<file path="src/rtl/pe_pkg.sv">
// Shared types for the PE column: drain channel and collector FSM state.
// Latency: n/a (types and constants only).
// Backpressure: n/a.
package pe_pkg;

  // Width of one accumulated PE result.
  localparam int DATA_WIDTH = 16;

  // One PE row's drain channel: enable is high for one cycle with a valid result.
  typedef struct packed {
    logic [DATA_WIDTH-1:0] data;
    logic                  enable;
  } drain_data_t;

  // Output sequencer state of the drain collector.
  typedef enum logic {
    WAIT = 1'b0,
    SEND = 1'b1
  } collector_state_e;

endpackage

</file>
<file path="src/rtl/drain_hold_reg.sv">
// Single-row holding register for one drained PE result.
// Latency: a write is visible on full/data the cycle after wr_en.
// Backpressure: a write into an occupied register that is not being cleared is
// dropped (old value kept) and flagged on ovf in the same cycle.
//
// Ports:
//   clk_i, rst_i : clock, synchronous active-high reset
//   wr_en/wr_data: incoming drain result
//   clr          : current value is being moved to the output this cycle
//   full/data    : occupancy and stored value
//   ovf          : combinational, high when this cycle's write is being lost
module drain_hold_reg
  import pe_pkg::*;
(
  input  logic                  clk_i,
  input  logic                  rst_i,
  input  logic                  wr_en,
  input  logic [DATA_WIDTH-1:0] wr_data,
  input  logic                  clr,
  output logic                  full,
  output logic [DATA_WIDTH-1:0] data,
  output logic                  ovf
);

  // A write is accepted when the slot is empty or is being emptied this cycle.
  logic wr_accept;

  always_comb begin
    wr_accept = wr_en && (!full || clr);
    ovf       = wr_en && full && !clr;
  end

  always_ff @(posedge clk_i) begin
    if (rst_i) begin
      full <= 1'b0;
      data <= '0;
    end else if (wr_accept) begin
      // Simultaneous clear and write: the old value has already been taken by
      // the output register, so the slot refills and stays full.
      full <= 1'b1;
      data <= wr_data;
    end else if (clr) begin
      full <= 1'b0;
    end
  end

endmodule

</file>
<file path="src/rtl/drain_collector.sv">
// Collects one systolic column's drained results and emits them in strict row order.
// Latency: enable on the pending row in WAIT -> out_valid_o two cycles later; back-to-back when pre-buffered.
// Backpressure: out_valid_o/out_data_o/out_row_o hold until out_ready_i; later rows wait in their holding regs.
//
// Ports:
//   clk_i, rst_i          : clock, synchronous active-high reset
//   drain_i[ROWS]         : per-row drain channel (data, enable)
//   out_valid_o/out_ready_i/out_data_o/out_row_o : result stream
//   tile_done_o           : one-cycle pulse after row ROWS-1 is accepted
//   overflow_o            : sticky, a drain result was lost
module drain_collector
  import pe_pkg::*;
#(
  parameter int ROWS = 4,
  parameter int RW   = $clog2(ROWS)
) (
  input  logic                         clk_i,
  input  logic                         rst_i,
  input  drain_data_t [ROWS-1:0]       drain_i,
  output logic                         out_valid_o,
  input  logic                         out_ready_i,
  output logic [DATA_WIDTH-1:0]        out_data_o,
  output logic [RW-1:0]                out_row_o,
  output logic                         tile_done_o,
  output logic                         overflow_o
);

  localparam logic [RW-1:0] LAST_ROW = RW'(ROWS - 1);

  logic [ROWS-1:0]       hold_full;
  logic [ROWS-1:0]       hold_clr;
  logic [ROWS-1:0]       hold_ovf;
  logic [DATA_WIDTH-1:0] hold_data [ROWS];

  collector_state_e state;
  logic [RW-1:0]    ptr;
  logic [RW-1:0]    nxt;
  logic [RW-1:0]    load_idx;
  logic             hs;
  logic             load;

  for (genvar g = 0; g < ROWS; g++) begin : g_row
    drain_hold_reg u_hold (
      .clk_i   (clk_i),
      .rst_i   (rst_i),
      .wr_en   (drain_i[g].enable),
      .wr_data (drain_i[g].data),
      .clr     (hold_clr[g]),
      .full    (hold_full[g]),
      .data    (hold_data[g]),
      .ovf     (hold_ovf[g])
    );
  end

  // In WAIT the row being waited for is ptr itself; in SEND ptr is already
  // in the output register, so the candidate for a back-to-back load is ptr+1.
  always_comb begin
    nxt      = (ptr == LAST_ROW) ? '0 : ptr + RW'(1);
    hs       = (state == SEND) && out_ready_i;
    load_idx = (state == WAIT) ? ptr : nxt;
    load     = (state == WAIT) ? hold_full[ptr] : (hs && hold_full[nxt]);
    hold_clr = '0;
    if (load) hold_clr[load_idx] = 1'b1;
  end

  always_ff @(posedge clk_i) begin
    if (rst_i) begin
      state       <= WAIT;
      ptr         <= '0;
      out_valid_o <= 1'b0;
      out_data_o  <= '0;
      out_row_o   <= '0;
      tile_done_o <= 1'b0;
      overflow_o  <= 1'b0;
    end else begin
      tile_done_o <= hs && (ptr == LAST_ROW);
      overflow_o  <= overflow_o | (|hold_ovf);
      if (hs) ptr <= nxt;

      case (state)
        WAIT: begin
          if (load) begin
            out_data_o  <= hold_data[load_idx];
            out_row_o   <= load_idx;
            out_valid_o <= 1'b1;
            state       <= SEND;
          end
        end
        SEND: begin
          if (hs) begin
            if (load) begin
              out_data_o  <= hold_data[load_idx];
              out_row_o   <= load_idx;
            end else begin
              out_valid_o <= 1'b0;
              state       <= WAIT;
            end
          end
        end
        default: begin
          out_valid_o <= 1'b0;
          state       <= WAIT;
        end
      endcase
    end
  end

endmodule

</file>
<file path="config.mk">
export PLATFORM = sky130hd
export DESIGN_NAME = drain_collector
export DESIGN_NICKNAME = d
export VERILOG_FILES = /design/src/rtl/pe_pkg.sv /design/src/rtl/drain_hold_reg.sv /design/src/rtl/drain_collector.sv
export SDC_FILE = /design/constraint.sdc
export NUM_CORES = 1
export LEC_CHECK = 0
export CORE_MARGIN = 10
export CORE_UTILIZATION = 47
export CTS_CLUSTER_DIAMETER = 30
export DETAILED_ROUTE_END_ITERATION = 8
export GPL_TIMING_DRIVEN = 0
export PLACE_DENSITY = 0.76
export SYNTH_ARGS = -nofsm -noshare
export SYNTH_HDL_FRONTEND = slang
export SYNTH_SLANG_ARGS = --single-unit
export TNS_END_PERCENT = 10
</file>
<file path="constraint.sdc">
create_clock -name clk_i -period 2.07 [get_ports clk_i]
set_input_delay 0.207 -clock clk_i [delete_from_list [all_inputs] [get_ports clk_i]]
set_output_delay 0.207 -clock clk_i [all_outputs]
set_load 0.02 [all_outputs]
</file>
==> implementation parameters <==
Parameter                              Value

Synthesis
  Most area-hungry cell type in the Yosys netlist    sky130_fd_sc_hd__dfxtp_1
  Average instance area after synthesis    8.85 µm²
  Post-Synth Simple-Gate Area    0.241
  Area of the mapped netlist    0.00465 mm²
  Post-synth top cells    92 x sky130_fd_sc_hd__dfxtp_1, 86 x sky130_fd_sc_hd__nand2_1, 67 x sky130_fd_sc_hd__nand2b_1
  Proportion of synthesized chip area in sequential cells    0.396
  Top post-synthesis cells by area    sky130_fd_sc_hd__dfxtp_1 40%, sky130_fd_sc_hd__nand2b_1 9.0%, sky130_fd_sc_hd__mux2i_1 7.5%, sky130_fd_sc_hd__nand2_1 6.9%, sky130_fd_sc_hd__a21bo_1 6.9%
  Unique cell type count in the Yosys netlist    43
  Post-synthesis share of cell area spent on full adders, half adders and majority gates    0.00269
  Fraction of the mapped netlist area in compound gates    0.209
  Register bit total from synthesis    92
  Dominant combinational cell family by area after synthesis    simple AND/OR/NAND/NOR gates
  Total of warnings raised by yosys    0
  Most common cell in the netlist    sky130_fd_sc_hd__dfxtp_1
  Multiplexer share of the synthesized area    0.0923
  Count of flip-flops with a built-in enable after synthesis    0
  Post-Syn Nets    597
  Post-synthesis share of cell area spent on xor and xnor gates    0
  Synth Flop Type    sky130_fd_sc_hd__dfxtp_1
  Cells after synthesis    525
  Area fraction of the dominant cell type after synthesis    0.396
  Async set or reset register ratio after synthesis    0

Clock tree
  Maximum clock insertion buffer count    2
  Cell at the root of the clock tree    sky130_fd_sc_hd__clkbuf_8
  Number of buffers inserted for hold repair after clock tree synthesis    0
  Clock Latency Late Sink    0.37 ns
  Clock Sink Count    92
  TritonCTS clock tree    yes
  Clock-pin slew on the worst setup and hold paths    0.10 ns
  H-tree depth    3
  Num CTS Buffers    9

Timing
  Final setup margin    -0.0809 ns
  Max-slew violation total from the final report    0
  Highest attainable clock frequency    0.465 GHz
  Skew final    0.0120 ns
  Period minus WS final    2.15 ns
  Final number of hold-violating endpoints    0
  Worst hold margin    0.317 ns
  Unrepaired setup endpoints after global routing    yes
  Post-route clock period utilization    1.04
  Relative slew slack    0.534
  Actual slew at the worst max-slew pin    0.699 ns
  # setup viols final    43

Run
  Number of max-capacitance violations reported    0

Final layout
  Area of the multi-input gates    0.00263 mm²
  Fill cell total of the finished layout    823
  Area used by sequential logic in the layout    0.00185 mm²
  Antenna Diode Count    0
  Utilization after layout    0.654
  Fraction of final layout cells with drive strength greater than 1    0.142
  Net count, final    720
  Synthesis-to-finish area growth    36.3%

Die
  DIE WIDTH    119 µm
  Full die area    0.0143 mm²
  Floorplan die height    119 µm
  I/O pin total    92
  Core Region    0.00968 mm²
  Number of core rows    36
  Initial Util    0.480

Worst setup path
  Cells traversed along the worst timing path    ha_4 > mux2_4 > a22o_4 > o2111ai_4 > buf_12 > buf_6 > nand3_1 > a21oi_2
  Type of the worst setup path    register to register
  CP required    2.38 ns
  Endpoint kind of the worst setup timing path    register
  Cell type group with the largest total delay on the critical path    compound AO/OA/AOI/OAI gates
  Delay of the slowest cell on the worst path    0.37 ns
  Standard cell with the maximum stage delay on the critical path    sky130_fd_sc_hd__dfxtp_4
  CP max FO    8
  Data arrival time of the worst path    2.46 ns
  CP bufs+invs    2
  Startpoint type of the worst setup path    register

Power
  VDD IR-drop max    368 µV
  Power share of the combinational group    0.244
  Clock share of power    0.300
  Register share of total power    0.456
  Switch Pwr    0.00132 W
  Power per cell area    686 mW/mm²
  Int Pwr    0.00303 W
  Net Sw Frac    0.304
  Leakage power summed over all cells    2.38 nW

Status
  Violated checks    setup timing
  Result of the run    finished, violations left

Place
  Global placement routability congestion    0.909
  Worst slack at placement    -0.373 ns
  Buffers added on ports    90
  Detail Placement HPWL    10200 µm

Drt
  Via count    4215
  Routed wire length    14100 µm
  Wire per inst    18.0 µm
  Total DRC errors in the routed layout    0
  Vias per inst    5.36
  Number of search-and-repair iterations in the first detailed-routing pass    5
  Count of nets left with antenna violations after detail routing    0
  DR iter-0 viols    294

Global routing
  Maximum number of pins on one net before global-route repair    19
  First-pass GRT wire length    21800 µm
  Vias in the first global route    4277
  Global-route congestion overflow total    0
  Number of antenna violations at the first check in global routing    0
  GRT Resource Usage Total    0.186

Worst hold path
  Classification of the worst-slack hold path    input port to register
[metrics by stage]
stage | setup TNS, ns | cell area (µm²) | instances | total power (W)
floorplan | -0.202 | 4690 | 525 | 0.00258
global placement | -12.44 | 5760 | 748 | 0.00293
detailed placement | -16.81 | 5760 | 748 | 0.00295
CTS | -0.557 | 6140 | 776 | 0.00429
global route | -4.65 | 6340 | 786 | 0.00451
finish | -1.92 | 6340 | 786 | 0.00435
[registers in the layout, indices dropped and copies added, names as in the netlist, 2 cells and up]
name	cells
g_row.u_hold.data	64
out_data_o	16
g_row.u_hold.full	4
out_row_o	2
ptr	2
[per-layer routing]
layer,track usage,vias to the layer above,share of wire
met5,0,-,0
met4,0.0701,0,0.025
met1,0.234,1996,0.44
met3,0.0411,26,0.049
li1,-,2062,-
met2,0.305,131,0.49
[worst paths after layout]
check,startpoint,endpoint,slack [ns],cells after the start
worst max-delay path,ptr[0],g_row[1].u_hold.data[9],-0.08,8
worst min-delay path,rst_i,g_row[3].u_hold.data[7],0.32,3
worst max register to register,ptr[0],g_row[1].u_hold.data[9],-0.08,8
worst min register to register,out_data_o[13],out_data_o[13],0.47,2
[cells in the final DEF, fill, tap and decap left out, types with 4 or more instances in the layout]
cell,n
sky130_fd_sc_hd__nand2b_1,67
sky130_fd_sc_hd__nand3_1,34
sky130_fd_sc_hd__clkdlybuf4s50_1,90
sky130_fd_sc_hd__dfxtp_1,90
sky130_fd_sc_hd__clkbuf_8,9
sky130_fd_sc_hd__clkbuf_1,21
sky130_fd_sc_hd__nor2_1,7
sky130_fd_sc_hd__buf_4,19
sky130_fd_sc_hd__buf_6,14
sky130_fd_sc_hd__a21oi_1,48
sky130_fd_sc_hd__nand2_1,86
sky130_fd_sc_hd__a311o_1,16
sky130_fd_sc_hd__and3_1,16
sky130_fd_sc_hd__buf_8,5
sky130_fd_sc_hd__a21bo_1,32
sky130_fd_sc_hd__a21oi_2,8
sky130_fd_sc_hd__mux2i_1,35
sky130_fd_sc_hd__buf_12,4
[logic make-up (layout without fill, tap and decap cells)]
kind of cell | after synthesis | after routing
AO/OA/AOI/OAI | 123 | 123
buffers and inverters | 48 | 176
adder cells (fa/ha/maj) | 1 | 1
multiplexers | 40 | 40
AND/OR/NAND/NOR | 221 | 221
flip-flops | 92 | 92
[final cells by class]
| class | count | area share |
|---|---|---|
| Multi-Input combinational cell | 385 | 0.416 |
| Timing Repair Buffer | 115 | 0.180 |
| Tap cell | 133 | 0.0263 |
| Buffer | 43 | 0.0513 |
| Sequential cell | 92 | 0.292 |
| Clock inverter | 7 | 0.0144 |
| Clock buffer | 9 | 0.0195 |
| Inverter | 2 | 0.00118 |
[worst reg2reg max path, stage by stage, from the launching register on]
cell and delay, ns:
sky130_fd_sc_hd__dfxtp_4 0.37, sky130_fd_sc_hd__ha_4 0.31, sky130_fd_sc_hd__mux2_4 0.32, sky130_fd_sc_hd__a22o_4 0.33
sky130_fd_sc_hd__o2111ai_4 0.24, sky130_fd_sc_hd__buf_12 0.16, sky130_fd_sc_hd__buf_6 0.12, sky130_fd_sc_hd__nand3_1 0.11
sky130_fd_sc_hd__a21oi_2 0.15
[power groups by stage]
stage	clock network (W)	registers (W)	logic, W
2_1_floorplan	0	0.00203	0.000550
3_3_place_gp	0	0.00201	0.000917
3_5_place_dp	0	0.00202	0.000936
4_1_cts	0.00132	0.00198	0.000993
5_1_grt	0.00139	0.00199	0.00113
6_report	0.00131	0.00198	0.00106
[timing repair]
action                                  CTS  global route
gates cloned                              3             3
endpoints found under the setup margin   78            69
pin swaps                                15            26
endpoints found under the hold margin     0             0
setup buffers                            12             7
gates resized for setup                  23            38
(Power assumes the default switching activity.)
